`src/rtl/prio_pkg.sv`:
```
// prio_pkg: shared widths, FSM state type and index-to-one-hot helper
// for the priority encoder/decoder pair.
package prio_pkg;
    localparam int IDX_W = 3;
    localparam int VEC_W = 2 ** IDX_W;

    typedef enum logic {ACCUM, HOLD} state_t;

    function automatic logic [VEC_W-1:0] idx2onehot(input logic [IDX_W-1:0] idx);
        return VEC_W'(1) << idx;
    endfunction
endpackage

```
`src/rtl/deco_3x8.sv`:
```
// deco_3x8: combinational index to one-hot decoder; en=0 yields zero.
module deco_3x8
    import prio_pkg::*;
(
    input  logic             en,
    input  logic [IDX_W-1:0] idx,
    output logic [VEC_W-1:0] onehot
);
    assign onehot = en ? idx2onehot(idx) : '0;
endmodule

```
`src/rtl/prio_deco_3x8_acc.sv`:
```
// prio_deco_3x8_acc: rebuilds request vectors from a highest-first index
// stream and flags frames that break ordering or empty-beat rules.
module prio_deco_3x8_acc
    import prio_pkg::*;
(
    input  logic             clk,
    input  logic             rst_n,
    input  logic [IDX_W-1:0] d_in,
    input  logic             in_valid,
    input  logic             in_last,
    input  logic             in_empty,
    output logic             in_ready,
    output logic [VEC_W-1:0] d_out,
    output logic             out_valid,
    input  logic             out_ready,
    output logic             err
);
    state_t           state;
    logic [VEC_W-1:0] acc;
    logic [VEC_W-1:0] bit_v;
    logic [IDX_W-1:0] last_idx;
    logic             first;
    logic             err_acc;
    logic             accept;
    logic             beat_err;

    deco_3x8 u_deco (
        .en     (!in_empty),
        .idx    (d_in),
        .onehot (bit_v)
    );

    // in_ready is gated by rst_n so it reads 0 for the whole reset window
    assign in_ready  = rst_n && state == ACCUM;
    assign out_valid = state == HOLD;
    assign accept    = in_valid && in_ready;
    assign beat_err  = in_empty ? (!first || !in_last) : (!first && d_in >= last_idx);

    always_ff @(posedge clk or negedge rst_n) begin
        if (!rst_n) begin
            state    <= ACCUM;
            acc      <= '0;
            d_out    <= '0;
            last_idx <= '0;
            first    <= 1'b1;
            err_acc  <= 1'b0;
            err      <= 1'b0;
        end else if (state == ACCUM) begin
            if (accept && in_last) begin
                d_out    <= acc | bit_v;
                err      <= err_acc | beat_err;
                state    <= HOLD;
                acc      <= '0;
                err_acc  <= 1'b0;
                last_idx <= '0;
                first    <= 1'b1;
            end else if (accept) begin
                acc     <= acc | bit_v;
                err_acc <= err_acc | beat_err;
                first   <= 1'b0;
                if (!in_empty) last_idx <= d_in;
            end
        end else if (out_ready) begin
            state <= ACCUM;
        end
    end
endmodule

```
`config.mk`:
```
export PLATFORM = sky130hd
export DESIGN_NAME = prio_deco_3x8_acc
export DESIGN_NICKNAME = d
export VERILOG_FILES = /design/src/rtl/prio_pkg.sv /design/src/rtl/deco_3x8.sv /design/src/rtl/prio_deco_3x8_acc.sv
export SDC_FILE = /design/constraint.sdc
export NUM_CORES = 1
export LEC_CHECK = 0
export ABC_CLOCK_PERIOD_IN_PS = 2750
export BUFFER_PORTS_ARGS = -buffer_cell sky130_fd_sc_hd__buf_2
export CAP_MARGIN = 20
export CORE_MARGIN = 2
export CORE_UTILIZATION = 35
export CTS_BUF_LIST = sky130_fd_sc_hd__clkbuf_8
export CTS_CLUSTER_SIZE = 25
export DETAILED_ROUTE_END_ITERATION = 16
export GPL_ROUTABILITY_DRIVEN = 0
export MAX_ROUTING_LAYER = met4
export SLEW_MARGIN = 20
export SYNTH_ARGS = -nofsm -noshare
export SYNTH_HDL_FRONTEND = slang
export SYNTH_SLANG_ARGS = --single-unit
```
`constraint.sdc`:
```
create_clock -name clk -period 2.75 [get_ports clk]
set_input_delay 0.275 -clock clk [delete_from_list [all_inputs] [get_ports clk]]
set_output_delay 0.275 -clock clk [all_outputs]
set_load 0.01 [all_outputs]
```
==> results.md, run 1 <==
- Synth Area per Inst: 10.2 sq um
- Async SR Flop Fraction: 1.00
- IO buf count: 19
- H-tree Lvls: 1
- M1 WL: 1010 microns
- Non-Filler Cell Area, Final: 0.00124 sq mm
- Number of enable flip-flop cells after synthesis: 0
- Vias: 816
- Clock skew: 0.00468 ns
- Clk network pwr share: 0.269
- Post-Route Setup TNS: 0 ns
- Final Non-Filler Cells: 158
- Bufs on Longest Clock Path: 2
- Hold_buf cts: 0
- Static leakage: 0.598 nW
- Mapped Area: 0.00108 sq mm
- DP Cell Count: 154
- # Max-Cap Violations: 0
- P_sw: 0.223 mW
- Fraction of the yosys area taken by sequential cells: 0.532
- DIE WIDTH: 59.7 microns
- Top cells by count, synth: dfrtp_1, o21ai_0, nand2_1
- Final Cycle Share: 0.523
- Peak Freq: 695 MHz
- Core footprint: 0.00300 sq mm
- CTS Buf Count: 3
- Reg clk slew, reported paths: 0.08 ns
- First-pass GRT wire length: 3530 microns
- Filler cells: 321
- Synthesis-to-finish area growth: 14.2%
- Core Rows: 20
- Slew Limit Headroom: 0.590
- DRC viols: 0
- RSZ-0062 raised after global routing: false
- Dominant synthesized flop cell: dfrtp_1
- Cells after Synth: 106
- Fraction of layout cells with a size suffix above 1: 0.280
- P_int: 0.556 mW
- Crit. End Element: register
- Required time worst endpoint: 2.89 ns
- Drt wl/cell: 13.3 microns
- Largest net degree at the start of global routing: 25
- Chip Height: 59.7 microns
- DR pass1 iterations: 4
- Syn_nets: 118
- N_diodes: 0
- Status: finished clean
- Synth area leader: dfrtp_1
- Top Metal Used: met4
- Slew @ Worst Pin: 0.613 ns
- Worst skew pair latency: 0.26 ns
- Placed Area: 0.00119 sq mm
- Post-CTS Setup Inserts: 0
- Overall power: 0.779 mW
- WP data arrival: 1.58 ns
- # IOs: 20
- Metal2 WL: 978 microns
- Yosys reg bits: 23
- HPWL reported at the end of detailed placement: 1520 microns
- Most frequent cell after synthesis: dfrtp_1
- Startpoint types: register
- Final hold violation count: 0
- Hold Path Class: in -> async
- Post-route minimum period: 1.44 ns
- Overflow after GRT: 0
- Detail Route met3 WL: 92 microns
- Maximum vdd drop: 0.000140 V
- Initial Util: 0.361
- WS Path Type: reg -> reg
- Sw Share: 0.286
- CTS tree: built
- Post-cts repair resize count: 0
- Netlist cell types: 27
- Clock sink total: 23
- Initial antenna violation count: 0
- Top-area cell type share of the netlist area: 0.507
- Fin. max-slew vios: 0
- Most area-consuming cells after synthesis: dfrtp_1, o21ai_0, a31oi_1
- Antenna Violating Nets Remaining: 0
- Setup violators final: 0
- Synth warn: 0
- CTS root buffer: clkbuf_8
- Reg power frac: 0.531
- Initial drt markers: 15
- Final wirelength: 2100 microns
- Die Area: 0.00356 sq mm
- Final #Nets: 138
- Total GRT Usage: 0.138
- Logic pwr share: 0.200
- PwrDens: 629 mW/mm^2
- Max FO, Critical Path: 21
- Number of vias per cell: 5.16
- Vias in the first global route: 776
## cell type report
type	count	area, sq um	share of cell area
well taps	33	41.3	0.0333
inverters	5	18.8	0.0152
repair buffers	20	103	0.0828
clock buffers	3	41.3	0.0333
flip-flops and latches	23	577	0.466
clock inverters	1	5.00	0.00404
multi-input cells	73	453	0.366
## power groups by stage
stage / Clock (mW) / Sequential [mW] / Combinational, mW
after floorplan: 0 / 0.431 / 0.0843
after global placement: 0 / 0.419 / 0.156
after detailed placement: 0 / 0.421 / 0.157
after CTS: 0.218 / 0.414 / 0.158
after global routing: 0.233 / 0.421 / 0.178
final: 0.210 / 0.413 / 0.155
## state kept, by name, indices dropped and copies added (netlist names)
| signal | count |
|---|---|
| err | 1 |
| last_idx | 3 |
| first | 1 |
| err_acc | 1 |
| out_valid | 1 |
| acc | 8 |
| d_out | 8 |
## metal layers
metal / track usage / vias up
met1: 0.172 / 386
li1: - / 412
met2: 0.220 / 14
met5: - / -
met3: 0.0260 / 4
met4: 0.0571 / 0
## logic make-up (layout without fill, tap and decap cells)
family / Yosys count / count (layout) / synth area share
AOI/OAI and AO/OA: 35 / 35 / 0.191
and+or+nand+nor: 34 / 34 / 0.182
DFF: 23 / 23 / 0.532
buffers and inverters: 10 / 29 / 0.0507
adders and majority gates: 3 / 3 / 0.0346
muxes: 1 / 1 / 0.00923
## cell usage in the layout (no fill, tap or decap), types with 2 or more instances in the layout
cell type / netlist / final
buf_2: 2 / 19
ha_1: 3 / 3
inv_1: 5 / 5
dfrtp_1: 22 / 22
nand2_1: 11 / 11
nor2_1: 2 / 2
nand3b_1: 2 / 2
clkbuf_8: 0 / 3
a21oi_1: 6 / 6
nor2_2: 8 / 8
a41oi_1: 2 / 2
o21ai_0: 13 / 13
a31oi_1: 9 / 9
nor2b_1: 5 / 5
o41ai_1: 2 / 2
## worst max-delay path, cell delays in order, from the launching register on
cell and delay (ns):
dfrtp_1 0.43, nand4b_2 0.52, mux2i_1 0.28, o31ai_1 0.09
## through the flow
stage                     hold WS [ns]  setup WS (ns)  utilization
after global routing            0.0844           1.15        0.413
after global placement           0.345           1.30        0.397
after CTS                       0.0608           1.30        0.413
final                           0.0541           1.31        0.413
after detailed placement         0.353           1.31        0.397
after floorplan                -0.0206           1.49            -
## path summary, 6_finish.rpt
path | startpoint | end | slack, ns | cells past startpoint
min in group clk | out_ready | out_valid$_DFF_PN0_ | 0.19 | 2
setup reg to reg | out_valid$_DFF_PN0_ | err$_DFFE_PN0P_ | 1.31 | 3
hold reg to reg | first$_DFFE_PN1P_ | first$_DFFE_PN1P_ | 0.47 | 2
hold / removal | rst_n | acc[7]$_DFFE_PN0P_ | 0.05 | 2
setup / recovery | out_valid$_DFF_PN0_ | err$_DFFE_PN0P_ | 1.31 | 3
max in group asynchronous | rst_n | first$_DFFE_PN1P_ | 2.41 | 2
(Power assumes the default switching activity.)
==> run 2, diff against run 1 <==
--- a/config.mk
+++ b/config.mk
@@ -5,7 +5,7 @@
 export SDC_FILE = /design/constraint.sdc
 export NUM_CORES = 1
 export LEC_CHECK = 0
-export ABC_CLOCK_PERIOD_IN_PS = 2750
+export ABC_CLOCK_PERIOD_IN_PS = 1300
 export BUFFER_PORTS_ARGS = -buffer_cell sky130_fd_sc_hd__buf_2
 export CAP_MARGIN = 20
 export CORE_MARGIN = 2
==> constraint.sdc (replaced) <==
create_clock -name clk -period 1.3 [get_ports clk]
set_input_delay 0.13 -clock clk [delete_from_list [all_inputs] [get_ports clk]]
set_output_delay 0.13 -clock clk [all_outputs]
set_load 0.01 [all_outputs]
==> run 2 against run 1 <==
The run now ends with setup timing left. Highest routed layer unchanged. Routed wire length is 6.5% higher. Critical path depth is 2 higher. Sequential share of layout area is 4.1 points lower.
==> results.md, run 2 (synthesized netlist as in run 1, its figures left out) <==
- Required time worst endpoint: 1.44 ns (-1.45 ns)
- Peak Freq: 756 MHz (+8.8%)
- # Max-Cap Violations: 0 (unchanged)
- Clock sink total: 23 (unchanged)
- Crit. End Element: register
- Bufs on Longest Clock Path: 2 (unchanged)
- R2R setup slack: -0.02 ns (-1.33 ns)
- Final wirelength: 2240 microns (+6.5%)
- DRC viols: 0 (unchanged)
- Final hold violation count: 0 (unchanged)
- Largest net degree at the start of global routing: 19 (-24%)
- CTS root buffer: clkbuf_8
- Critical path's slowest cell: dfrtp_1
- Reg-to-reg endpoint: err_acc$_DFFE_PN0P_
- Setup violators final: 2 (+2)
- Max stage delay on crit path: 0.39 ns (-0.13 ns)
- Fin. max-slew vios: 0 (unchanged)
- Hold Path Class: in -> reg
- RSZ-0062 raised after global routing: true
- Vias in the first global route: 843 (+8.6%)
- PwrDens: 1250 mW/mm^2 (+99%)
- Commonest non-fill, non-tap cell in the layout: dfrtp_1
- WHS Endpoint: out_valid$_DFF_PN0_
- Vias: 874 (+7.1%)
- N_diodes: 0 (unchanged)
- Startpoint types: register
- DR pass1 iterations: 6 (+2)
- WP data arrival: 1.46 ns (-0.12 ns)
- CTS Buf Count: 3 (unchanged)
- Hold Path Origin: out_ready
- Clock skew: 0.000861 ns (-0.00382 ns)
- Core footprint: 0.00300 sq mm (unchanged)
- Initial Util: 0.361 (unchanged)
- Post-route minimum period: 1.32 ns (-0.116 ns)
- Status: finished with violations
- Fraction of layout cells with a size suffix above 1: 0.348 (+0.0681)
- Cells along the critical path: inv_2 -> ha_4 -> a211o_1 -> a31oi_4 -> o41ai_2
- Max FO, Critical Path: 2 (-90%)
- Worst Reg-to-Reg Cells: 5 (+2)
- H-tree Lvls: 1 (unchanged)
- Slack of the critical path: -0.0220 ns (-1.33 ns)
- Static leakage: 0.653 nW (+9.2%)
- Antenna Violating Nets Remaining: 0 (unchanged)
- Initial drt markers: 14 (-1)
- Total GRT Usage: 0.152 (+0.0134)
- HPWL reported at the end of detailed placement: 1630 microns (+7.2%)
- Slew Limit Headroom: 0.821 (+0.231)
- First-pass GRT wire length: 3960 microns (+12%)
- DIE WIDTH: 59.7 microns (unchanged)
- Biggest regs: acc: 8 flops, d_out: 8 flops, last_idx: 3 flops
- Failing checks: setup timing
- Final Cycle Share: 1.02 (+0.494)
- Hold depth: 2
- Reg clk slew, reported paths: 0.08 ns (about the same)
- # IOs: 20 (unchanged)
- Overall power: 1.70 mW (+120%)
- Number of vias per cell: 5.20 (+0.73%)
- CTS tree: built
- Die Area: 0.00356 sq mm (unchanged)
- Drt wl/cell: 13.3 microns (+0.13%)
- Core Rows: 20 (unchanged)
- Chip Height: 59.7 microns (unchanged)
- Slew @ Worst Pin: 0.265 ns (-0.349 ns)
- Overflow after GRT: 0 (unchanged)
- Most frequent cells in the layout: dfrtp_1, buf_2, o21ai_0
- Non-Filler Cell Area, Final: 0.00136 sq mm (+9.6%)
- Placed Area: 0.00124 sq mm (+4.4%)
- Worst skew pair latency: 0.26 ns (about the same)
- Maximum vdd drop: 0.000329 V (+130%)
- Final #Nets: 148 (+7.2%)
- Synthesis-to-finish area growth: 25.1%
- Initial antenna violation count: 0 (unchanged)
- WS Path Type: reg -> reg
- IO buf count: 19 (unchanged)
- Reg-to-Reg Start: last_idx[2]$_DFFE_PN0P_
## run 2: area by class of cell
| cell class | count | area (sq um) |
|---|---|---|
| Clock buffer | 3 | 41.3 |
| Clock inverter | 1 | 3.75 |
| Fill cell | 300 | 1650 |
| Inverter | 5 | 18.8 |
| Multi-Input combinational cell | 73 | 493 |
| Sequential cell | 23 | 577 |
| Tap cell | 33 | 41.3 |
| Timing Repair Buffer | 30 | 183 |
## run 2: worst max path at each step
stage | depth (start not counted) | from | to
2_1_floorplan | 5 | last_idx[2]$_DFFE_PN0P_ | err_acc$_DFFE_PN0P_
3_3_place_gp | 5 | last_idx[2]$_DFFE_PN0P_ | err$_DFFE_PN0P_
3_5_place_dp | 5 | last_idx[2]$_DFFE_PN0P_ | err$_DFFE_PN0P_
4_1_cts | 5 | last_idx[2]$_DFFE_PN0P_ | err$_DFFE_PN0P_
5_1_grt | 5 | last_idx[2]$_DFFE_PN0P_ | err_acc$_DFFE_PN0P_
6_report | 5 | last_idx[2]$_DFFE_PN0P_ | err_acc$_DFFE_PN0P_
## run 2: what timing repair did
item,in CTS,in global routing
setup endpoints to repair,2,13
hold endpoints to repair,5,0
hold buffers,2,0
gates resized for setup,4,2
pin swaps,2,0
setup buffers,0,1
## run 2: report_power, final
part | internal [mW] | leakage (nW) | total [mW] | switching (mW)
Sequential | 0.823 | 0.303 | 0.876 | 0.0534
Combinational | 0.179 | 0.322 | 0.394 | 0.216
Clock | 0.210 | 0.0269 | 0.431 | 0.221
Total | 1.21 | 0.653 | 1.70 | 0.490
## run 2: through the flow
stage | TNS, ns | utilization | hold slack, ns | cells | worst slack, ns
6_report | -0.0363 | 0.452 | 0.0548 | 168 | -0.0220
5_1_grt | -0.437 | 0.452 | 0.0569 | 168 | -0.0700
4_1_cts | -0.00691 | 0.445 | 0.0558 | 167 | -0.00691
3_5_place_dp | -0.0624 | 0.415 | -0.0143 | 161 | -0.0339
3_3_place_gp | 0 | 0.415 | -0.0126 | 161 | 0.00720
2_1_floorplan | 0 | - | -0.166 | 106 | 0.0445
## run 2: critical path: cells and delay by family, from the launching register on
family | cells | cell delay, ns
buffers and inverters | 1 | 0.07
DFF | 1 | 0.39
AOI/OAI and AO/OA | 3 | 0.55
adders and majority gates | 1 | 0.20
## run 2: metal layers
metal / track usage / part of all wire / up-vias
met5: - / 0 / -
met2: 0.228 / 0.48 / 20
li1: - / - / 434
met3: 0.0260 / 0.042 / 2
met1: 0.209 / 0.47 / 418
met4: 0.0476 / 0.0067 / 0
